==> src/rtl/bus_arbiter.sv <==
// bus_arbiter: four-master round-robin bus arbiter with bus parking.
//
// Requests and grants are active low. Exactly one grant is low in every cycle
// after reset, so the bus is always parked on some master. The FSM has two
// states:
//   OWNED  - the owner asserted its request, so it keeps the bus while the
//            request stays low.
//   PARKED - the owner dropped its request. The grant stays with the owner
//            until another master asks. A re-request by the parked owner
//            ranks behind every other requester.
//
// Optional feature: define BUS_ARB_HOLD_LIMIT_EN to force a rotation. The
// rotation happens after the owner has held the bus for HOLD_LIMIT
// consecutive cycles while another master is waiting. Without the macro,
// HOLD_LIMIT has no effect and an owner keeps the bus for as long as it
// requests.

module bus_arbiter #(
    parameter int HOLD_LIMIT = 16
) (
    input  logic       clk,
    input  logic       reset,
    input  logic       m0_req_,
    input  logic       m1_req_,
    input  logic       m2_req_,
    input  logic       m3_req_,
    output logic       m0_grnt_,
    output logic       m1_grnt_,
    output logic       m2_grnt_,
    output logic       m3_grnt_,
    output logic [1:0] owner,
    output logic [7:0] hold_cnt
);

    typedef enum logic [0:0] {
        ST_PARKED = 1'b0,
        ST_OWNED  = 1'b1
    } arb_state_t;

`ifdef BUS_ARB_HOLD_LIMIT_EN
    localparam logic LIMIT_EN = 1'b1;
`else
    localparam logic LIMIT_EN = 1'b0;
`endif

    // hold_cnt value seen on the last cycle an owner may keep the bus while
    // another master is waiting.
    localparam logic [7:0] HOLD_LAST = 8'(HOLD_LIMIT - 1);

    // Round-robin search over owner+1, owner+2, owner+3.
    // Returns {found, index}. The owner itself is not searched here. A parked
    // owner that requests again is handled by the caller, so it always loses
    // to any other requester.
    function automatic logic [2:0] rr_next(input logic [1:0] base,
                                           input logic [3:0] req);
        logic [2:0] res;
        logic [1:0] idx;
        res = 3'b000;
        for (int k = 1; k <= 3; k++) begin
            idx = base + 2'(k);
            res = (!res[2] && req[idx]) ? {1'b1, idx} : res;
        end
        return res;
    endfunction

    // One-hot-low decode of an owner index onto the four grant lines.
    function automatic logic [3:0] grant_decode(input logic [1:0] idx);
        return ~(4'b0001 << idx);
    endfunction

    arb_state_t state_q, state_d;
    logic [1:0] owner_q, owner_d;
    logic [7:0] hold_q,  hold_d;
    logic [3:0] grnt_q,  grnt_d;

    logic [3:0] req_act;      // active-high request vector, bit n = master n
    logic [3:0] other_req;    // requests from everyone except the owner
    logic       own_req;
    logic [2:0] pick;         // {found, index} from the round-robin search
    logic       limit_hit;

    // Translate the active-low request pins into an active-high vector and
    // work out what the current owner and the other masters are doing.
    always_comb begin
        req_act   = ~{m3_req_, m2_req_, m1_req_, m0_req_};
        own_req   = req_act[owner_q];
        other_req = req_act & ~(4'b0001 << owner_q);
        pick      = rr_next(owner_q, other_req);
        limit_hit = LIMIT_EN && (hold_q == HOLD_LAST) && (|other_req);
    end

    // Next-state logic: choose the next owner and arbitration state, then
    // derive the counter and grant values that go with that owner.
    always_comb begin
        owner_d = owner_q;
        state_d = state_q;
        case (state_q)
            ST_OWNED: begin
                if (!own_req) begin
                    // The owner released the bus. Hand it to the next
                    // requester, or park on the owner if nobody is asking.
                    if (pick[2]) begin
                        owner_d = pick[1:0];
                        state_d = ST_OWNED;
                    end else begin
                        state_d = ST_PARKED;
                    end
                end else if (limit_hit) begin
                    // Forced rotation. limit_hit already implies that
                    // another master is requesting, so pick is valid.
                    owner_d = pick[1:0];
                    state_d = ST_OWNED;
                end else begin
                    state_d = ST_OWNED;
                end
            end
            ST_PARKED: begin
                if (pick[2]) begin
                    owner_d = pick[1:0];
                    state_d = ST_OWNED;
                end else if (own_req) begin
                    state_d = ST_OWNED;
                end else begin
                    state_d = ST_PARKED;
                end
            end
            default: begin
                owner_d = owner_q;
                state_d = ST_PARKED;
            end
        endcase

        if (owner_d != owner_q) begin
            hold_d = 8'd0;
        end else if (hold_q == 8'd255) begin
            hold_d = 8'd255;
        end else begin
            hold_d = hold_q + 8'd1;
        end

        grnt_d = grant_decode(owner_d);
    end

    // State, owner, hold counter and grant registers. Reset parks the bus on
    // master 0 and overrides any request activity in the same cycle.
    always_ff @(posedge clk) begin
        if (reset) begin
            state_q <= ST_PARKED;
            owner_q <= 2'd0;
            hold_q  <= 8'd0;
            grnt_q  <= 4'b1110;
        end else begin
            state_q <= state_d;
            owner_q <= owner_d;
            hold_q  <= hold_d;
            grnt_q  <= grnt_d;
        end
    end

    assign m0_grnt_ = grnt_q[0];
    assign m1_grnt_ = grnt_q[1];
    assign m2_grnt_ = grnt_q[2];
    assign m3_grnt_ = grnt_q[3];
    assign owner    = owner_q;
    assign hold_cnt = hold_q;

endmodule

==> config.mk <==
export PLATFORM = sky130hd
export DESIGN_NAME = bus_arbiter
export DESIGN_NICKNAME = d
export VERILOG_FILES = /design/src/rtl/bus_arbiter.sv
export SDC_FILE = /design/constraint.sdc
export NUM_CORES = 1
export LEC_CHECK = 0
export CAP_MARGIN = 25
export CORE_UTILIZATION = 35
export DETAILED_ROUTE_END_ITERATION = 7
export SLEW_MARGIN = 25
export SYNTH_ARGS = -nofsm -noshare
export SYNTH_HDL_FRONTEND = slang
export SYNTH_SLANG_ARGS = --single-unit
==> constraint.sdc <==
create_clock -name clk -period 2.5 [get_ports clk]
set_input_delay 0.5 -clock clk [delete_from_list [all_inputs] [get_ports clk]]
set_output_delay 0.5 -clock clk [all_outputs]
set_load 0.01 [all_outputs]
* Word level (Yosys, flattened, before mapping)
Index checks and enable logic that the tools add are counted.
** Operators by class
- Bitwise logic cells :: 5
- Magnitude comparators :: 4
- Mux-type cells :: 20
- Reductions and logical operators :: 5
- Eq/ne operators :: 2
- Add/sub/neg operators :: 4
- Shift operators :: 2
** Operator list (count)
- $lt 2x3->1 const B :: 4
- $not 4->4 :: 3
- $mux 3 :: 3
- $add 8x1->8 const B :: 1
- $bmux 1 s2 :: 4
- $eq 8x8->1 const B :: 1
- $mux 1 :: 8
- $mux 8 :: 1
- $shl 1x2->4 const A :: 2
- $add 2x2->2 const B :: 2
- $and 4x4->4 :: 1
- $mux 2 :: 2
- $pmux 2 s2 :: 1
- $add 2x1->2 const B :: 1
- $logic_and 1x1->1 :: 2
- $logic_not 1->1 :: 2
- $ne 2x2->1 :: 1
- $pmux 1 s2 :: 1
- $reduce_or 2->1 :: 1
- $not 1->1 :: 1
** Word-level totals
- Output and inout bits :: 14
- Input bits :: 6
- Flip-flop bits (word level) :: 15
- Word-level logic and storage cells :: 46

* Longest topological paths before layout
- Word-level depth :: 17
- Mapped depth :: 8
- Depth with buffers taken out :: 7

* Worst setup path after synthesis
No wires, ideal clock.
- Path type :: flip-flop to flip-flop
- Start point :: reg owner_q[1], in the netlist owner[1]
- End point :: reg grnt_q[3]
- Slack :: 0.152 ns
- Setup time :: 0.127 ns
- Clock period less this slack :: 2.348 ns
- Required time :: 2.373 ns
- Arrival time :: 2.220 ns
- Stages on the path, launching flop included :: 9
- Path through :: dfxtp_1 -> buf_2 -> inv_1 -> ha_1 -> nor2_1 -> mux4_2 -> nor2_1 -> a211o_1 -> or3b_1
** On the way
- Cells in the longest elaborated chain, start to end :: 17
- Elaborated cells on any way between the ends :: 26
** Ends and longest elaborated chain
- start, declared :: line 72 : logic [1:0] owner_q, owner_d;
- start signal, assigned :: line 154 : owner_q <= owner_d;
- parallel branches: the longest is 14 deep, another holds $add 2x1->2
- $pmux 2 s2 * :: line 97 : case (state_q)
- $shl 1x2->4 * :: line 68 : return ~(4'b0001 << idx);
- $not 4->4 * :: line 68
- end signal, assigned :: line 156 : grnt_q <= grnt_d;
- end, declared :: line 74 : logic [3:0] grnt_q, grnt_d;
Mark *: on every way between the ends. The select of a mux whose other input is x is not followed.
A chain may end at the register's enable or synchronous reset.

* Worst setup path in the final report
- Start point :: reg owner_q[0], in the netlist owner[0]
- End point :: reg grnt_q[3]
The elaborated chain is that of the path after synthesis.

==> results.json <==
{
  "ys_seq_elements": 15,
  "synth.area.top_cells": "dfxtp_1 (31%), nor3_1 (7.3%), ha_1 (6.5%), nor2_1 (5.1%), o21ai_0 (4.7%)",
  "drc": 0,
  "hold_class": "flip-flop to flip-flop",
  "synth_edf_count": 0,
  "dp_slack_ns": -0.02773,
  "grt_max_degree": 15,
  "holdPathEnd": "hold_cnt[6]$_SDFF_PP0_",
  "hpwlAfterDp_um": 1847,
  "ys_seq_area_frac": 0.3137,
  "final_hold_viol_count": 0,
  "fin_crit_ns": 2.253,
  "cts_hold_buf": 0,
  "postCtsSetupBuffers": 0,
  "drt_wl_total_um": 2354,
  "regArea_um2": 300.3,
  "clock_skew_ns": 0.0007255,
  "fmax_ghz": 0.4438,
  "drv_cap": 0,
  "syn_area_um2": 957.2,
  "syn-num-nets": 127,
  "grt_usage": 0.1804,
  "ff2ff_setup_slack_ns": 0.25,
  "irDropWorstVdd_mv": 0.6581,
  "r2r-start": "owner[0]$_SDFF_PP0_",
  "vias": 1034,
  "rsz0062_at_grt": "no",
  "setup_violations": 0,
  "ys_types": 39,
  "dieHeight_um": 54.30,
  "status": "completed",
  "cts.path.max_buffers": 2,
  "avgSynthCellArea_um2": 8.251,
  "power.density_nw_per_um2": 1126,
  "syn-instance-count": 116,
  "fillCellCount": 235,
  "antenna_found_initial": 0,
  "drv_slew": 0,
  "multiInputGateArea_um2": 635.6,
  "yosysTopAreaCell": "dfxtp_1",
  "ctsResizeCount": 0,
  "numCtsBuffers": 3,
  "coreArea_um2": 2522,
  "tritoncts": "done",
  "timing.rr.end": "grnt_q[3]$_SDFF_PP1_",
  "diodes": 0,
  "worstSkewPairLatency_ns": 0.27,
  "finalCritPeriodShare": 0.9014,
  "clk_pin_slew_ns": 0.08,
  "gp_congestion": 0.9202,
  "worst_slack_ns": 0.2465,
  "hp-start": "hold_cnt[6]$_SDFF_PP0_",
  "p_leak_uw": 0.0005089,
  "first_iter_violations": 24,
  "synth_top_area_frac": 0.3137,
  "ys.flop_type": "dfxtp_1",
  "ios": 20,
  "setup.worst_path.start": "owner[0]$_SDFF_PP0_",
  "critPathMaxFanout": 6,
  "die_width_um": 54.30,
  "clock_sinks": 15,
  "grt_pass1_vias": 960,
  "cts_root_buf": "clkbuf_4",
  "crit_arrival_ns": 2.42,
  "worst-endpoint-required_ns": 2.66,
  "grt_pass1_wl_um": 3864,
  "dieArea_um2": 2948,
  "routedWlPerCell_um": 12.93,
  "final_antenna_net_count": 0,
  "dp.cells": 178,
  "first_pass_iters": 4,
  "min_path_cells": 2,
  "yosysWarnings": 0,
  "crit_path_end_kind": "flip-flop",
  "crit_type": "flip-flop to flip-flop",
  "rows": 18,
  "htreeDepth": 1,
  "start_util": 0.3795,
  "drive_gt1_frac": 0.1513,
  "worst_slew_pin_slew_ns": 0.4186,
  "fin_cells": 182,
  "via_per_inst": 5.681,
  "reg2regPathDepth": 7,
  "synthArstFlopShare": 0,
  "numPortBuffers": 19,
  "area_delta_synth_final_pct": 37.25,
  "cp-start-kind": "flip-flop",
  "grt-ovfl-total": 0,
  "maxSlewHeadroom": 0.7193,
  "nets": 164
}
cell usage in the layout, fill, tap and decap left out, types with 3 or more instances in the layout:
master,Yosys,routed
clkdlybuf4s50_1,0,19
clkbuf_4,0,3
dfxtp_1,15,15
nand3_1,6,6
a21oi_1,6,6
ha_1,5,5
buf_4,0,15
nor3_1,14,14
nor2_1,13,13
nand2_1,8,8
o21ai_0,9,9
final cells by class:
class                      instances  area share
sequential                        15      0.2286
multi-input combinational         96      0.4838
inverter                           3    0.008571
tap                               30     0.02857
timing repair buffer              34      0.2305
clock buffer                       4     0.02000
cells by family after synthesis:
group	count (synthesis)	share of synthesized area
mux	4	0.06013
xor+xnor	2	0.01830
buf+inv	5	0.02222
fa+ha+maj	5	0.06536
simple gates	52	0.2706
compound gates	33	0.2497
flops	15	0.3137
layer usage:
metal,share of wire,wire length [µm],up-vias,GRT usage
met5,0,0,-,0
met4,0.0055,13,0,0.03846
met3,0.045,107,2,0.04444
met2,0.53,1237,25,0.3496
met1,0.42,995,492,0.1932
li1,-,-,515,-
cells in the mapped netlist (2+ instances only):
cell,count
mux2i_1,2
o21ai_0,9
o21a_1,2
nor3_1,14
or3_1,2
nor2b_1,2
o221ai_1,2
buf_2,2
ha_1,5
a221o_1,2
dfxtp_1,15
nand2_1,8
a211oi_1,2
nand3_1,6
nor2_1,13
a21oi_1,6
inv_1,2
worst max-delay path by stage:
stage,slack (ns),cells past startpoint,end
floorplan,0.15,8,grnt_q[3]$_SDFF_PP1_
global placement,0.009,6,hold_cnt[2]$_SDFF_PP0_
detailed placement,-0.03,6,hold_cnt[2]$_SDFF_PP0_
CTS,0.23,7,grnt_q[3]$_SDFF_PP1_
global route,0.01,8,grnt_q[0]$_SDFF_PP0_
finish,0.25,7,grnt_q[3]$_SDFF_PP1_
flip-flops by register name, indices dropped and copies added, names as in the netlist:
register and count:
state_q 1, grnt_q 4, hold_cnt 8, owner 2
report_power, final:
part	switching (µW)	internal [µW]	leakage, µW
Clock	70.0	61.9	0.0000150
Sequential	40.8	298	0.000123
Combinational	516	493	0.000371
Total	627	853	0.000509
critical path, cell delays in order (launching register included):
cell and delay (ns):
dfxtp_1 0.45, inv_2 0.08, ha_1 0.24, nor2_1 0.32, mux4_2 0.33, nor2_1 0.05
a211o_1 0.30, or3b_1 0.37
metrics by stage:
stage               hold slack, ns  cell area [µm²]  setup TNS [ns]    util  total power [µW]
floorplan                   0.5694            957.2               0       -             945.3
global placement            0.5643             1287               0  0.5104              1335
detailed placement          0.5682             1287         -0.1506  0.5104              1345
CTS                         0.5794             1314               0  0.5208              1484
global route                0.6105             1314               0  0.5208              1594
finish                      0.5832             1314               0  0.5208              1480
Note: power is estimated with default switching activity, not from simulation.
==> edit 1 (same settings) <==
Change the localparam `LIMIT_EN` from 1'b0 to 1'b1.
--- a/src/rtl/bus_arbiter.sv
+++ b/src/rtl/bus_arbiter.sv
@@ -42,3 +42,3 @@
 `else
-    localparam logic LIMIT_EN = 1'b0;
+    localparam logic LIMIT_EN = 1'b1;
 `endif
Formal check against the unedited RTL: same outputs for any inputs over 10 cycles, from zero or initial values and one cycle with reset high; that may be too few to reach the edited logic, so the function may still have changed.
==> edit 1 against the unedited design <==
- final cell count fell by 3.8%
- highest routed layer unchanged
- wire length grew 5.1%
- final area shrank 0.76%
- via count shrank 2.4%
- sequential cell count stayed put
- power down 12%
- clock power rose by 5%
- synthesized area rose by 2.7%
- non-clock buffer count shrank 4
- largest cell class unchanged
- worst setup slack worse by 0.054 ns
- largest power group unchanged
- sequential power shrank 6%
- count of clock-buffer cells in the layout down 1
==> edit 1: results (changes against the unedited design) <==
status: complete, no violations
largest net degree at the start of global routing: 16 (+1)
drt via density: 5.77 (+1.5%)
clk_skew: 0.0102 ns (+0.00947 ns)
antenna cell count: 0 (unchanged)
Sw Ratio: 0.418 (-0.00522)
Avg WL per Cell: 14.1 µm (+9.3%)
Final Net Count: 157 (-4.3%)
final WL: 2480 µm (+5.1%)
Post-Syn Area per Cell: 8.55 µm² (+3.6%)
Post-Place Worst Slack: -0.0831 ns (-0.0554 ns)
most instantiated cells after synthesis: 15 x dfxtp_1, 10 x nor2_1, 9 x nor3_1
area post-placement: 0.00127 mm² (-1.1%)
placed insts: 171 (-3.9%)
maximum VDD drop: 0.676 mV (+2.7%)
layout cell share with drive strength beyond 1: 0.131 (-0.0203)
met2 Resource Use GR: 0.263 (-0.0865)
Iteration-0 DRC Markers: 26 (+8.3%)
RD Place Congestion: 0.935 (+1.6%)
synth unique cells: 45 (+15%)
Leak: 0.509 nW (about the same)
All-Layer GR Usage: 0.181 (+0.000856)
met3 Use GR: 0.0519 (+0.00747)
max FFs per register: 8 (unchanged)
Slew @ Worst Pin: 0.511 ns (+0.0924 ns)
dpl hpwl: 1870 µm (+1.1%)
Yosys warnings: 0 (unchanged)
Async S/R FF share, synth: 0 (unchanged)
TritonCTS buffer count: 3 (unchanged)
CP max stage cell: clkdlybuf4s50_1
met1 usage: 0.263 (+0.0699)
first-pass GRT wire length: 3870 µm (+0.16%)
arrival time worst endpoint: 2.49 ns (+0.07 ns)
crit-path max FO: 8 (+2)
vias in the first global route: 849 (-12%)
# fillers: 256 (+8.9%)
Net Count, Synth: 126 (-0.79%)
slowest stage delay, CP: 0.55 ns (+0.10 ns)
Synth area leaders: dfxtp_1 31%, ha_1 6.4%, nor3_1 4.6%
post-synthesis sequential area ratio: 0.305 (-0.00838)
Worst-path clk slew: 0.10 ns (+0.02 ns)
delay-heaviest family, CP: buffers and inverters
[edit 1: kinds of logic after synthesis]
group           Yosys count  share of synthesized area
flops                    15                      0.305
compound gates           30                      0.235
mux                       4                     0.0534
xor+xnor                  3                     0.0267
simple gates             51                      0.284
buf+inv                   7                     0.0318
fa+ha+maj                 5                     0.0636
[edit 1: worst paths after layout]
path / slack, ns / endpoint / from
setup / recovery: 0.19 / hold_cnt[6] / m1_req_
hold reg to reg: 0.59 / hold_cnt[0] / hold_cnt[0]
hold / removal: 0.59 / hold_cnt[0] / hold_cnt[0]
setup reg to reg: 0.20 / grnt_q[1] / owner[1]
[edit 1: cell type report]
class / instances / area, µm² / area share
clock buffers: 3 / 22.5 / 0.0173
clock inverters: 1 / 7.51 / 0.00576
inverters: 3 / 11.3 / 0.00864
multi-input cells: 93 / 652 / 0.500
flip-flops and latches: 15 / 300 / 0.230
well taps: 30 / 37.5 / 0.0288
repair buffers: 30 / 273 / 0.209
[edit 1: layer usage]
layer	routed length, µm	up-vias
met2	1080	18
li1	-	513
met5	0	-
met3	98	2
met1	1290	476
met4	11	0
[edit 1: worst reg2reg max path: stages (launching register included)]
cell and delay [ns]:
dfxtp_1 0.34, buf_4 0.21, ha_1 0.30, nor2_1 0.11, mux4_2 0.49, a21o_1 0.17
o31a_1 0.30, a211o_1 0.28
[edit 1: power by group through the flow]
stage	clock (mW)	sequential, mW	combinational [mW]
after CTS	0.149	0.320	0.842
after global placement	0	0.323	0.830
after global routing	0.160	0.327	0.919
after floorplan	0	0.360	0.495
final	0.138	0.320	0.848
after detailed placement	0	0.323	0.839
==> edit 2 (config.mk and constraints unchanged) <==
Made on the original files. `hold_q` no longer has a reset.
--- a/src/rtl/bus_arbiter.sv
+++ b/src/rtl/bus_arbiter.sv
@@ -149,3 +149,2 @@
             owner_q <= 2'd0;
-            hold_q  <= 8'd0;
             grnt_q  <= 4'b1110;
@@ -154,5 +153,8 @@
             owner_q <= owner_d;
-            hold_q  <= hold_d;
             grnt_q  <= grnt_d;
         end
+    end
+
+    always_ff @(posedge clk) begin
+        hold_q <= hold_d;
     end
Behaviour: not the same (a bounded check fails within 4 cycles, from zero or initial values and one cycle with reset high).
==> edit 2 against the unedited design <==
- first-iteration DRC count is 8.3% lower
- synthesized area is 11% lower
- power is 15% lower
- critical path type unchanged
- global-route usage is 0.90 points lower
- largest cell class unchanged
- via count is 23% lower
- worst setup slack better by 0.11 ns
- final cell count is 19% lower
- count of clock-buffer cells in the layout stayed put
- wire length is 18% lower
- hold slack worse by 0.050 ns
- final area is 15% lower
- sequential cell count stayed put
- combinational power is 28% lower
==> edit 2: results (changes against the unedited design) <==
status: complete, no violations
area post-placement: 0.00109 mm² (-15%)
All-Layer GR Usage: 0.171 (-0.00898)
maximum VDD drop: 0.638 mV (-3.1%)
placed insts: 143 (-20%)
XOR/XNOR Fraction of Synth Area: 0.0410 (+0.0227)
Synth area leaders: dfxtp_1 35%, ha_1 7.3%, a21oi_1 6.4%
routed length on met3: 93 µm (-13%)
slowest stage delay, CP: 0.58 ns (+0.13 ns)
layout cell share with drive strength beyond 1: 0.0924 (-0.0589)
largest net degree at the start of global routing: 10 (-5)
Iteration-0 DRC Markers: 22 (-8.3%)
worst hold path depth: 1 (-1)
met3 Use GR: 0.0595 (+0.0151)
r2r endpoint: grnt_q[0]
Post-Place Worst Slack: 0.160 ns (+0.187 ns)
post-synthesis sequential area ratio: 0.351 (+0.0377)
Compound-Gate Fraction of Synth Area: 0.220 (-0.0301)
number of cells on the worst reg-to-reg path: 6 (-1)
dpl hpwl: 1480 µm (-20%)
Leak: 0.413 nW (-19%)
Post-Syn Area per Cell: 9.00 µm² (+9.0%)
P_sw: 0.511 mW (-18%)
end of the worst hold path: hold_cnt[0]
met1 wire length: 910 µm (-8.5%)
arrival time worst endpoint: 2.32 ns (-0.10 ns)
met1 usage: 0.209 (+0.0162)
RD Place Congestion: 0.915 (-0.52%)
## edit 2: changes by cell type in the layout (fill, tap and decap cells not counted), moves of 2 or more
cell,unedited run,this run
buf_4,15,4
nor2_1,13,8
inv_1,2,4
o21ai_0,9,4
nand2_1,8,6
o221ai_1,2,0
a21oi_1,6,11
nand3_1,6,3
a221o_1,2,0
nor3_1,14,5
or3_1,2,0
## edit 2: layout make-up
class                      count  area, µm²
multi-input combinational     72        510
sequential                    15        300
fill                         244       1140
inverter                       5       23.8
timing repair buffer          23        220
clock buffer                   4       26.3
tap                           28       35.0
## edit 2: worst max path at each step
stage	to	slack, ns	cells past startpoint
finish	grnt_q[0]	0.35	6
global route	hold_cnt[2]	0.19	8
CTS	grnt_q[0]	0.36	6
detailed placement	grnt_q[0]	0.16	6
global placement	grnt_q[0]	0.16	6
floorplan	grnt_q[0]	0.49	8
